**config.mk**
```make
export PLATFORM = sky130hd
export DESIGN_NAME = alu_req_sched
export DESIGN_NICKNAME = d
export VERILOG_FILES = /design/src/rtl/alu_req_sched.sv
export SDC_FILE = /design/constraint.sdc
export NUM_CORES = 1
export LEC_CHECK = 0
export CORE_MARGIN = 2
export CORE_UTILIZATION = 42
export CTS_CLUSTER_DIAMETER = 60
export DETAILED_ROUTE_END_ITERATION = 10
export HOLD_SLACK_MARGIN = 0.1
export PLACE_DENSITY = 0.91
export SYNTH_ARGS = -nofsm -noshare
export SYNTH_HDL_FRONTEND = slang
export SYNTH_SLANG_ARGS = --single-unit
```
**constraint.sdc**
```tcl
create_clock -name clk -period 3.3 [get_ports clk]
set_input_delay 0.495 -clock clk [delete_from_list [all_inputs] [get_ports clk]]
set_output_delay 0.495 -clock clk [all_outputs]
set_load 0.01 [all_outputs]
```
**src/rtl/alu_req_sched.sv**
```systemverilog
// Round-robin scheduler sharing one register bank + ALU among NREQ requesters (IDLE->DEC->EXE->WB).
// Define ARB_FIXED_PRIO_EN for fixed lowest-index-wins arbitration instead of round-robin.
module alu_req_sched #(
    parameter int NREQ   = 2,
    parameter int INS_W  = 16,
    parameter int DATA_W = 32,
    parameter int ADDR_W = 5
) (
    input  logic                    clk,
    input  logic                    rst,
    input  logic [NREQ-1:0]         req_valid,
    input  logic [NREQ*INS_W-1:0]   req_ins,
    output logic [NREQ-1:0]         req_ready,
    output logic [NREQ-1:0]         rsp_valid,
    output logic [DATA_W-1:0]       rsp_data,
    output logic [3:0]              alu_op,
    output logic [ADDR_W-1:0]       rf_rs1,
    output logic [ADDR_W-1:0]       rf_rs2,
    output logic [ADDR_W-1:0]       rf_rd,
    output logic                    rf_wr_en,
    input  logic [DATA_W-1:0]       alu_out,
    output logic                    busy
);

    localparam int PTR_W = $clog2(NREQ);

    typedef enum logic [1:0] {IDLE, DEC, EXE, WB} state_t;

    state_t           state;
    state_t           state_nxt;
    logic [PTR_W-1:0] owner;
    logic [PTR_W-1:0] grant;
    logic [PTR_W-1:0] scan_idx;
    logic [PTR_W-1:0] base_ptr;
    logic             grant_vld;
    logic [INS_W-1:0] grant_ins;
    logic             accept;

`ifdef ARB_FIXED_PRIO_EN
    assign base_ptr = '0;
`else
    logic [PTR_W-1:0] rr_ptr;

    // The requester after the one just served gets first look next time.
    always_ff @(posedge clk or negedge rst) begin
        if (!rst) begin
            rr_ptr <= '0;
        end else if (accept) begin
            rr_ptr <= (int'(grant) == NREQ - 1) ? '0 : grant + 1'b1;
        end
    end

    assign base_ptr = rr_ptr;
`endif

    always_comb begin
        grant_vld = 1'b0;
        grant     = '0;
        scan_idx  = '0;
        for (int k = 0; k < NREQ; k++) begin
            scan_idx = PTR_W'((int'(base_ptr) + k) % NREQ);
            if (!grant_vld && req_valid[scan_idx]) begin
                grant_vld = 1'b1;
                grant     = scan_idx;
            end
        end
    end

    assign grant_ins = req_ins[int'(grant)*INS_W +: INS_W];
    assign accept    = (state == IDLE) && grant_vld;

    always_ff @(posedge clk or negedge rst) begin
        if (!rst) begin
            state <= IDLE;
        end else begin
            state <= state_nxt;
        end
    end

    // Ready is gated by reset so nothing appears accepted while the block is held in reset.
    always_comb begin
        state_nxt = state;
        req_ready = '0;
        rsp_valid = '0;
        rf_wr_en  = 1'b0;
        busy      = (state != IDLE);
        case (state)
            IDLE: begin
                if (grant_vld) begin
                    req_ready[grant] = rst;
                    state_nxt        = DEC;
                end
            end
            DEC: state_nxt = EXE;
            EXE: state_nxt = WB;
            WB: begin
                rf_wr_en         = 1'b1;
                rsp_valid[owner] = 1'b1;
                state_nxt        = IDLE;
            end
            default: state_nxt = IDLE;
        endcase
    end

    // Instruction fields are captured only on acceptance and held until the next one.
    always_ff @(posedge clk or negedge rst) begin
        if (!rst) begin
            alu_op   <= '0;
            rf_rs1   <= '0;
            rf_rs2   <= '0;
            rf_rd    <= '0;
            owner    <= '0;
            rsp_data <= '0;
        end else begin
            if (accept) begin
                alu_op <= grant_ins[15:12];
                rf_rs1 <= {{(ADDR_W-4){1'b0}}, grant_ins[11:8]};
                rf_rs2 <= {{(ADDR_W-4){1'b0}}, grant_ins[7:4]};
                rf_rd  <= {{(ADDR_W-4){1'b0}}, grant_ins[3:0]};
                owner  <= grant;
            end
            if (state == EXE) begin
                rsp_data <= alu_out;
            end
        end
    end

endmodule
```
# Word-level counts from Yosys, hierarchy flattened
# Index checks and enable logic that the tools add are counted.
dict set report totals {
  elab_cells 48
  register_bits 52
}
dict set report classes {
  n_shift 1
  n_addsub 2
  eq_ne 4
  reduce_logical 7
  magnitude_cmp 6
  bitwise 1
  muxes 19
}
# operator count
set ops {}
lappend ops {{32-bit by 6-bit variable part select with 16-bit output} 1}
lappend ops {{1-bit two-way mux} 12}
lappend ops {{1-bit by 2-bit < comparator with 1-bit output, second input constant} 4}
lappend ops {{2-bit two-way mux} 4}
lappend ops {{2-bit one-hot mux with 4 select lines} 1}
lappend ops {{2-bit == test, second input constant} 2}
lappend ops {{1-bit logical AND} 4}
lappend ops {{1-bit adder, second input constant} 2}
lappend ops {{2-bit bitwise AND} 1}
lappend ops {{1-bit demux with 1-bit select} 2}
lappend ops {{2-bit by 1-bit == test with 1-bit output, second input constant} 1}
lappend ops {{1-bit >= comparator, second input constant} 2}
lappend ops {{2-bit logical NOT} 1}
lappend ops {{2-bit inequality test, second input constant} 1}
lappend ops {{2-bit nonzero test} 1}
lappend ops {{1-bit logical NOT} 1}

# Logic depth before layout (Yosys ltp)
dict set report depth {
  word_depth 13
  mapped_depth 8
  mapped_depth_nobuf 5
}

# Worst setup path before layout
# Ideal clock, no wire load.
dict set report synth_timing {
  kind {reg2out}
  start {register state[0]}
  end {output req_ready[0]}
  arrival_ns 1.322
  required_time_ns 2.805
  path_slack_ns 1.483
  stages_incl_launch_ff 9
  path_cell_list {dfrtp_1 -> inv_1 -> ha_1 -> buf_4 -> o21a_1 -> buf_4 -> buf_6 -> nand2_1 -> a21oi_1}
}
dict set report synth_via {
  elab_chain_len 2
}
# element line
set synth_rtl {}
lappend synth_rtl {{start, declared} 29} ;# state_t state;
lappend synth_rtl {{start signal, assigned} 76} ;# state <= state_nxt;
lappend synth_rtl {{2-bit logical NOT} 87} ;# case (state)
lappend synth_rtl {{2-bit two-way mux} 87}
lappend synth_rtl {{end, declared} 13} ;# output logic [NREQ-1:0] req_ready,
# Every way passes these cells.

# Worst setup path in the final report
dict set report layout_timing {
  start {input req_valid[1]}
  end {output req_ready[1]}
}
dict set report layout_via {
  elab_chain_len 13
  elab_cells_between_ends 18
  classes_between {2 x order compare; 12 x mux; 1 x bitwise; 3 x reduce/logical}
}
# element line
set layout_rtl {}
lappend layout_rtl {{start, declared} 11} ;# input logic [NREQ-1:0] req_valid,
lappend layout_rtl {{1-bit two-way mux (not written as such) (2 in series)} 62} ;# if (!grant_vld && req_valid[scan_idx]) begin
lappend layout_rtl {{1-bit two-way mux} 62}
lappend layout_rtl {{1-bit logical NOT} 62}
lappend layout_rtl {{1-bit logical AND} 62}
lappend layout_rtl {{1-bit two-way mux} 62}
lappend layout_rtl {{1-bit by 2-bit < comparator with 1-bit output (not written as such) or 1-bit >= comparator (tied branches)} 90} ;# req_ready[grant] = rst;
lappend layout_rtl {{1-bit logical AND (not written as such)} 90}
lappend layout_rtl {{1-bit two-way mux (not written as such)} 90}
lappend layout_rtl {{1-bit demux with 1-bit select} 90}
lappend layout_rtl {{2-bit bitwise AND (no source line)} --}
lappend layout_rtl {{2-bit two-way mux *} 89} ;# if (grant_vld) begin
lappend layout_rtl {{2-bit two-way mux *} 87}
# Every way passes the cells marked *; elsewhere a longest branch is shown, timed or not. The select of a mux whose other input is x is not followed.

==> flow_metrics.env <==
export IMPL_placedCellCount=371
export IMPL_core_area_mm2=0.00517
export IMPL_hpwl_mm=4.25
export IMPL_status="completed"
export IMPL_fill_cells=419
export IMPL_worstPathCellList="clkdlybuf4s50_1 -> buf_4 -> and4_1 -> clkdlybuf4s50_1"
export IMPL_fmaxAchievable_ghz=0.388
export IMPL_hold_buffers=0
export IMPL_vias=1893
export IMPL_overflow=0
export IMPL_worst_slew_pin_slew_ns=0.632
export IMPL_finalHoldViolCount=0
export IMPL_cpPeakStageDelay_ns=0.57
export IMPL_critPathLaunchType="input port"
export IMPL_yosysUniqueCellTypes=23
export IMPL_worstPathMaxFanout=18
export IMPL_gp_congestion=0.733
export IMPL_grt_use_total_pct=19.6
export IMPL_io_pins=125
export IMPL_arrival_ns=2.08
export IMPL_clockRootBuffer="clkbuf_8"
export IMPL_fin_crit_sh_pct=78.1
export IMPL_synth_seq_cells=52
export IMPL_cts_buffers=5
export IMPL_start_util_pct=44.0
export IMPL_cts_max_level=2
export IMPL_final_min_clock_period_ns=2.58
export IMPL_clk_pin_slew_ns=0.09
export IMPL_instances_no_fill=379
export IMPL_crit_path_frequent_cell="clkdlybuf4s50_1"
export IMPL_drc=0
export IMPL_wl_mm=5.51
export IMPL_drt_iter0_drc=90
export IMPL_fin_setup_tns_ns=0
export IMPL_clk_latency_ns=0.30
export IMPL_cts_path_max_buffers=2
export IMPL_max_vdd_ir_drop_v=0.000484
export IMPL_p_sw_share_pct=32.4
export IMPL_worst_clock_skew_ns=0.00606
export IMPL_post_cts_repair_setup_buffers=0
export IMPL_tritoncts="built"
export IMPL_grt_setup_unrepaired="no"
export IMPL_area_growth_pct=57.0
export IMPL_grt_max_degree=53
export IMPL_port_buffers=121
export IMPL_power_frac_seq_pct=36.0
export IMPL_fin_util_pct=69.2
export IMPL_die_w_um=77.7
export IMPL_die_h_um=77.7
export IMPL_setup_viol=0
export IMPL_syn_avg_cell_area_um2=11.9
export IMPL_syn_inst=191
export IMPL_worst_setup_path_end_kind="output port"
export IMPL_ys_seq_area_share_pct=57.1
export IMPL_holdCritPathClass="in2async"
export IMPL_clockPowerShare_pct=11.5
export IMPL_antenna_found_initial=1
export IMPL_grt_pass1_wl_mm=9.34
export IMPL_ys_warn_count=0
export IMPL_worstPathRequired_ns=2.80
export IMPL_rows=26
export IMPL_cts_sinks=52
export IMPL_viasPerCell=4.99
export IMPL_ant_nets=0
export IMPL_synth_area_mm2=0.00228
export IMPL_intPower_mw=2.14
export IMPL_dr_pass1_iters=4
export IMPL_crit_slowest_cell="clkdlybuf4s50_1"
export IMPL_grt_pass1_vias=1960
export IMPL_power_total_mw=3.17
export IMPL_wire_per_inst_um=14.5
export IMPL_powerDensity_mw_per_mm2=885
export IMPL_cts_resized=0
export IMPL_slew_headroom_pct=57.8
export IMPL_combPwrFrac_pct=52.6
export IMPL_p_switching_mw=1.03
export IMPL_antenna_cells=0
export IMPL_p_leak_nw=1.44
export IMPL_drive_gt1_share_pct=15.5
export IMPL_cap_viol_max_count=0
export IMPL_die_area_mm2=0.00603
export IMPL_final_nets=379
export IMPL_finalMaxSlewViolations=0
export IMPL_critical_path_class="in2out"
[metrics by stage]
| stage | setup WS (ns) | hold WS (ns) | cell area (um2) |
|---|---|---|---|
| finish | 0.724 | 0.357 | 3580 |
| CTS | 0.716 | 0.376 | 3580 |
| global placement | 0.758 | 0.479 | 3480 |
| floorplan | 1.48 | 0.199 | 2290 |
| global route | 0.568 | 0.406 | 3580 |
| detailed placement | 0.725 | 0.495 | 3480 |
[final timing paths]
| kind | to | cells after the start | slack, ns | startpoint |
|---|---|---|---|---|
| max in group asynchronous | alu_op[1] | 2 | 2.51 | rst |
| min reg2reg | rsp_data[28] | 1 | 0.51 | rsp_data[28] |
| min | state[1] | 2 | 0.36 | rst |
| min in group clk | rsp_data[28] | 1 | 0.51 | rsp_data[28] |
| max reg2reg | alu_op[3] | 6 | 1.66 | state[0] |
| max | req_ready[1] | 4 | 0.72 | req_valid[1] |
[critical path, delay by kind of cell]
kind | cells | cell delay, ns
AND/OR/NAND/NOR | 1 | 0.22
buffers and inverters | 3 | 1.36
[power groups by stage]
stage	clock network, mW	logic, mW	registers, mW
finish	0.363	1.66	1.14
global route	0.401	1.81	1.19
CTS	0.375	1.68	1.14
detailed placement	0	1.68	1.16
global placement	0	1.64	1.13
floorplan	0	0.721	1.28
[flip-flops by register name, summed over array words and instances (netlist names)]
register and flops:
alu_op 4, base_ptr 1, owner 1, rf_rd 4, rf_rs1 4, rf_rs2 4
rsp_data 32, state 2
[kinds of logic after synthesis]
| family | after synthesis | share of synthesized area [%] |
|---|---|---|
| multiplexers | 33 | 16.3 |
| adder cells (fa/ha/maj) | 3 | 1.65 |
| AO/OA/AOI/OAI | 38 | 9.61 |
| other | 1 | 0.165 |
| AND/OR/NAND/NOR | 41 | 8.46 |
| flip-flops | 52 | 57.1 |
| buffers and inverters | 23 | 6.70 |
[cell usage after synthesis]
cell	number	area share (%)
a31oi_1	18	4.9
o21ai_0	13	2.9
and2_1	1	0.27
inv_1	4	0.66
ha_1	3	1.6
o21a_1	1	0.33
o21ai_1	3	0.66
o32ai_1	1	0.38
nand3_1	16	3.5
and2b_4	1	0.44
dfrtp_1	52	57
buf_2	5	1.1
inv_2	1	0.16
nand2_1	2	0.33
and4_1	1	0.38
nand2b_1	1	0.27
a21oi_1	2	0.44
conb_1	1	0.16
nor2b_1	1	0.27
nor2_1	18	3.0
buf_6	3	1.5
buf_4	10	3.3
mux2_2	33	16
[final cells by class]
type / instances / area, um2 / share of cell area [%]
well taps: 70 / 87.6 / 2.45
inverters: 5 / 18.8 / 0.525
clock inverters: 1 / 7.51 / 0.210
clock buffers: 7 / 86.3 / 2.41
flip-flops and latches: 52 / 1300 / 36.4
multi-input cells: 118 / 832 / 23.3
repair buffers: 126 / 1240 / 34.8
[per-layer routing]
layer  track usage (%)  part of all wire, %  vias up
li1                  -                    -      900
met1              23.5                   38      895
met2              35.0                   53       83
met3              4.07                  6.4       13
met4              6.61                  2.0        2
met5                 0                 0.24        -
[layout by cell type, fill, tap and decap left out]
cell type,n
a21oi_1,2
a31oi_1,18
and2_1,1
and2b_4,1
and4_1,1
buf_2,1
buf_4,5
clkbuf_1,1
clkbuf_8,6
clkdlybuf4s50_1,120
clkinvlp_4,1
conb_1,3
dfrtp_1,52
ha_1,3
inv_1,4
inv_2,1
mux2_2,33
nand2_1,2
nand2b_1,1
nand3_1,16
nor2_1,18
nor2b_1,1
o21a_1,1
o21ai_0,13
o21ai_1,3
o32ai_1,1
Note: power is estimated with default switching activity, not from simulation.
